==> src/rtl/max_scan_ctrl.sv <==
// max_scan_ctrl: windowed max/argmax over 8-lane beats with a valid/ready result port.
module max_scan_ctrl #(
  parameter int DW    = 8,
  parameter int LEN_W = 8
) (
  input  logic              clk,
  input  logic              reset,
  input  logic [LEN_W-1:0]  cfg_len,
  input  logic              in_valid,
  output logic              in_ready,
  input  logic [8*DW-1:0]   in_data,
  output logic              out_valid,
  input  logic              out_ready,
  output logic [DW-1:0]     out_max,
  output logic [LEN_W+2:0]  out_idx,
  output logic              busy
);
  // Encoded so that busy and out_valid are direct state flop bits.
  typedef enum logic [1:0] {IDLE = 2'b00, ACC = 2'b01, DONE = 2'b11} state_t;
  state_t state_q, state_d;
  logic [LEN_W:0]   len_q, len_d, cnt_q, cnt_d, cnt_inc;
  logic [DW-1:0]    max_q, max_d;
  logic [LEN_W+2:0] idx_q, idx_d;
  logic [DW-1:0]    l1_v [4];
  logic [2:0]       l1_i [4];
  logic [DW-1:0]    l2_v [2];
  logic [2:0]       l2_i [2];
  logic [DW-1:0]    beat_max;
  logic [2:0]       beat_lane;
  logic             accept;
  // Strict > at every node lets the higher lane win ties.
  always_comb begin
    for (int i = 0; i < 4; i++) begin
      l1_v[i] = in_data[DW*2*i +: DW] > in_data[DW*(2*i+1) +: DW] ? in_data[DW*2*i +: DW] : in_data[DW*(2*i+1) +: DW];
      l1_i[i] = in_data[DW*2*i +: DW] > in_data[DW*(2*i+1) +: DW] ? 3'(2*i) : 3'(2*i+1);
    end
    for (int i = 0; i < 2; i++) begin
      l2_v[i] = l1_v[2*i] > l1_v[2*i+1] ? l1_v[2*i] : l1_v[2*i+1];
      l2_i[i] = l1_v[2*i] > l1_v[2*i+1] ? l1_i[2*i] : l1_i[2*i+1];
    end
    beat_max  = l2_v[0] > l2_v[1] ? l2_v[0] : l2_v[1];
    beat_lane = l2_v[0] > l2_v[1] ? l2_i[0] : l2_i[1];
  end
  assign in_ready  = !reset && !state_q[1];
  assign out_valid = state_q[1];
  assign busy      = state_q[0];
  assign out_max   = max_q;
  assign out_idx   = idx_q;
  assign accept    = in_valid && !state_q[1];
  assign cnt_inc   = cnt_q + 1'b1;
  always_comb begin
    state_d = state_q;
    len_d   = len_q;
    cnt_d   = cnt_q;
    max_d   = max_q;
    idx_d   = idx_q;
    if (accept && state_q == IDLE) begin
      len_d   = cfg_len == '0 ? {1'b1, LEN_W'(0)} : {1'b0, cfg_len};
      max_d   = beat_max;
      idx_d   = {LEN_W'(0), beat_lane};
      cnt_d   = (LEN_W+1)'(1);
      state_d = cfg_len == LEN_W'(1) ? DONE : ACC;
    end else if (accept) begin
      max_d   = beat_max >= max_q ? beat_max : max_q;
      idx_d   = beat_max >= max_q ? {cnt_q[LEN_W-1:0], beat_lane} : idx_q;
      cnt_d   = cnt_inc;
      state_d = cnt_inc == len_q ? DONE : ACC;
    end
    if (state_q == DONE && out_ready) state_d = IDLE;
  end
  always_ff @(posedge clk or posedge reset) begin
    if (reset) begin
      state_q <= IDLE;
      len_q   <= '0;
      cnt_q   <= '0;
      max_q   <= '0;
      idx_q   <= '0;
    end else begin
      state_q <= state_d;
      len_q   <= len_d;
      cnt_q   <= cnt_d;
      max_q   <= max_d;
      idx_q   <= idx_d;
    end
  end
endmodule

==> config.mk <==
export PLATFORM = sky130hd
export DESIGN_NAME = max_scan_ctrl
export DESIGN_NICKNAME = d
export VERILOG_FILES = /design/src/rtl/max_scan_ctrl.sv
export SDC_FILE = /design/constraint.sdc
export NUM_CORES = 1
export LEC_CHECK = 0
export ABC_AREA = 1
export CORE_UTILIZATION = 30
export CTS_BUF_LIST = sky130_fd_sc_hd__clkbuf_2
export DETAILED_ROUTE_END_ITERATION = 12
export MAX_ROUTING_LAYER = met4
export SETUP_SLACK_MARGIN = 0.2
export SLEW_MARGIN = 15
export SYNTH_ARGS = -nofsm -noshare
export SYNTH_HDL_FRONTEND = slang
export SYNTH_SLANG_ARGS = --single-unit
==> constraint.sdc <==
create_clock -name clk -period 2.1 [get_ports clk]
set_input_delay 0.42 -clock clk [delete_from_list [all_inputs] [get_ports clk]]
set_output_delay 0.42 -clock clk [all_outputs]
set_load 0.005 [all_outputs]
==> parameters.txt <==
Parameter                              Value

Run status
  Result of the run    finished, violations left
  Violations in the final reports    negative setup slack

Synth
  Total standard cell area after synthesis    4110 um2
  Distinct cell type count after synthesis    42
  Number of flops mapped to enable cells by yosys    0
  Synthesized netlist net count    738
  Fraction of the yosys area taken by sequential cells    23.7%
  Number of warnings printed during yosys synthesis    0
  Library cell with the highest instance count after synthesis    sky130_fd_sc_hd__nand2_1
  Cell types with the largest area share after synthesis    sky130_fd_sc_hd__dfrtp_1 24%, sky130_fd_sc_hd__ha_1 19%, sky130_fd_sc_hd__nand2_1 14%
  Mapped Avg Cell Area    6.88 um2
  Area leader, netlist    sky130_fd_sc_hd__dfrtp_1
  Post-synthesis register bit count    39
  Primary FF master, synth    sky130_fd_sc_hd__dfrtp_1
  Area share of the leading cell type in the synthesized netlist    23.7%
  Gate count after technology mapping    598
  Ys async rst share    100%
  Post-synth top cells    155 x sky130_fd_sc_hd__nand2_1, 91 x sky130_fd_sc_hd__inv_1, 64 x sky130_fd_sc_hd__ha_1, 42 x sky130_fd_sc_hd__a21oi_1

STA
  Final clock skew    5.70 ps
  Period Utilization, post-route    257%
  Final critical delay including setup and external delays    5400 ps
  Slew at the pin closest to its max-slew limit    507 ps
  RSZ-0062 raised after global routing    yes
  Post-Route Setup TNS    -60,730 ps
  Total of endpoints with negative setup slack in the final report    19
  Highest achievable clock rate    0.185 GHz
  Worst max-slew margin expressed relative to the limit    66.1%
  Pins Over Slew Limit    0
  Number of endpoints with negative hold slack in the final report    0
  Final worst-path setup slack    -3300 ps

Power and ir drop
  Cell leakage power    0.00406 uW
  Power density cells    1130 nW/um2
  Peak supply drop    0.787 mV

Setup path
  Worst setup SP type    input port
  Nature of the critical path endpoint    flop
  Class of the most critical setup path    input port to flop
  Reg-to-reg startpoint    cnt_q[0]
  Worst Path Max Fanout    8
  Worst EP arrival    5740 ps
  Cell with the largest stage delay on the worst path    sky130_fd_sc_hd__a32oi_4
  Depth of the most critical reg-to-reg path    10
  Worst-case register-to-register setup slack    120 ps
  Data required time at the worst endpoint    2440 ps
  Critical path's most frequent cell    sky130_fd_sc_hd__nand2_2
  Slowest Stage Delay on Critical Path    330 ps
  Setup crit start    in_data[4]
  Terminus of the critical flop-to-flop path    state_q[1]

Floorplanning
  Standard-cell rows    42
  Die W    119 um
  Initial core utilization    30.9%
  Die area    14,200 um2
  Core area    13,300 um2
  Ports    98
  Die height    119 um

Layout
  ANT cells    0
  Share of post-route cells with drive strength above 1    58.8%
  Final-stage net count    1,021
  Post-Route Utilization    64.5%
  Relative area change from synthesis to final layout    108%

Routing
  Number of detailed-routing iterations run before antenna repair    5
  Vias after detailed routing    5,289
  Final wirelength    16,800 um
  Mean routed wirelength per cell    15.9 um
  Detailed Route Iter0 Violations    260
  Via density    5.00
  Drt drc    0
  Antenna-violating nets left    0

Clock tree
  Htree depth    2
  Clk slew on worst S/H paths    200 ps
  Number of buffers inserted during clock tree synthesis    5
  Cell at the root of the clock tree    sky130_fd_sc_hd__clkbuf_2
  Max Root-Sink Buffers    2
  CTS tree    built
  Clk sink count    39
  Hold buffers post-CTS    0
  Clock latency on the worst-skew pair    400 ps

GRT
  Combined global-route utilization of all metal layers    18.5%
  Global-route wire length before repair    21,200 um
  GRT Residual Overflow    0
  Vias in the first global route    4,828
  Initial antenna violation count    0
  Largest net degree at the start of global routing    40

Min path
  Path type of the worst min-delay path    input port to asynchronous set/reset pin

Place
  Weighted congestion reported at the end of routability-driven placement    0.845
  DP Wirelength    10,000 um
  I/O Buffers    97

Flow run
  Max capacitance violation total    0
==> report_power, final <==
group	internal, uW	total, uW	switching [uW]
Clock	196	454	258
Sequential	1080	1370	286
Combinational	4010	7860	3850
Total	5280	9680	4400
==> per-stage QoR <==
stage / area [um2] / total power [uW] / hold slack [ps] / setup slack, ps / cells
after floorplan: 4370 / 4080 / 459 / -3080 / 598
after global placement: 6390 / 5740 / 468 / -4120 / 984
after detailed placement: 6390 / 5880 / 475 / -4290 / 984
after CTS: 6770 / 6670 / 443 / -3390 / 1011
after global routing: 8570 / 10400 / 478 / -3550 / 1058
final: 8570 / 9680 / 435 / -3300 / 1058
==> registers in the layout (all words and copies together) (netlist names) <==
name,flops
state_q,2
out_idx,11
cnt_q,9
len_q,9
out_max,8
==> metal layers <==
metal  routed length (um)  track usage (%)
met1                 6660             22.6
met2                 9090             33.0
met3                  554             2.06
met4                  536             3.56
met5                    0                -
==> what timing repair did <==
| action | in CTS | in global routing |
|---|---|---|
| setup endpoints to repair | 21 | 21 |
| resized for setup | 44 | 446 |
| cloned | 6 | 6 |
| endpoints found under the hold margin | 0 | 0 |
| pin swaps | 12 | 107 |
| setup buffers | 13 | 41 |
==> final cells by class <==
class | instances | area, um2
well taps | 176 | 220
clock inverters | 3 | 38.8
repair buffers | 280 | 2360
fillers | 992 | 4720
inverters | 93 | 379
clock buffers | 5 | 25.0
repair inverters | 1 | 7.51
flip-flops and latches | 39 | 976
multi-input cells | 461 | 4560
==> logic make-up (layout without fill, tap and decap cells) <==
family	Yosys count	count (layout)	synth area share (%)
and+or+nand+nor	269	273	28.5
DFF	39	39	23.7
xor gates and xnor gates	9	9	1.92
adders and majority gates	64	64	19.5
buffers and inverters	104	382	9.89
AOI/OAI and AO/OA	113	115	16.5
==> cells in the final DEF (no fill, tap or decap), types with 3 or more instances in the layout <==
cell	n
sky130_fd_sc_hd__o31ai_2	4
sky130_fd_sc_hd__buf_12	3
sky130_fd_sc_hd__nor2_4	17
sky130_fd_sc_hd__clkbuf_16	3
sky130_fd_sc_hd__ha_4	49
sky130_fd_sc_hd__nand2_2	38
sky130_fd_sc_hd__buf_2	3
sky130_fd_sc_hd__inv_1	54
sky130_fd_sc_hd__a21oi_1	14
sky130_fd_sc_hd__nand2_4	19
sky130_fd_sc_hd__nor2_2	4
sky130_fd_sc_hd__or2_1	6
sky130_fd_sc_hd__o21ai_0	8
sky130_fd_sc_hd__buf_6	18
sky130_fd_sc_hd__a21oi_4	8
sky130_fd_sc_hd__o31ai_4	4
sky130_fd_sc_hd__o41ai_4	3
sky130_fd_sc_hd__inv_2	34
sky130_fd_sc_hd__xor2_1	5
sky130_fd_sc_hd__ha_1	13
sky130_fd_sc_hd__nand3_2	12
sky130_fd_sc_hd__nand3_1	23
sky130_fd_sc_hd__a21oi_2	20
sky130_fd_sc_hd__dlymetal6s2s_1	20
sky130_fd_sc_hd__dfrtp_1	39
sky130_fd_sc_hd__nand2_1	97
sky130_fd_sc_hd__and2_4	14
sky130_fd_sc_hd__buf_4	165
sky130_fd_sc_hd__nand2_8	10
sky130_fd_sc_hd__nor2_1	17
sky130_fd_sc_hd__clkbuf_2	39
sky130_fd_sc_hd__o211ai_1	3
sky130_fd_sc_hd__nand3_4	4
sky130_fd_sc_hd__o21ai_4	9
sky130_fd_sc_hd__o21ai_1	6
sky130_fd_sc_hd__o21ai_2	17
sky130_fd_sc_hd__o22ai_1	8
sky130_fd_sc_hd__clkdlybuf4s50_1	32
sky130_fd_sc_hd__nand4_1	4
==> how the worst max path moves through the flow <==
stage                        to  slack, ps  cells past startpoint
floorplan            out_idx[3]      -3080                     35
global placement     out_max[1]      -4120                     33
detailed placement   out_max[1]      -4290                     34
CTS                  out_idx[3]      -3390                     38
global route        out_idx[10]      -3550                     36
finish              out_idx[10]      -3300                     36
==> critical path: cells and delay by family <==
family | cells | cell delay [ps]
compound gates | 11 | 1780
buf+inv | 9 | 1300
simple gates | 12 | 1230
fa+ha+maj | 4 | 990
(Power assumes the default switching activity.)
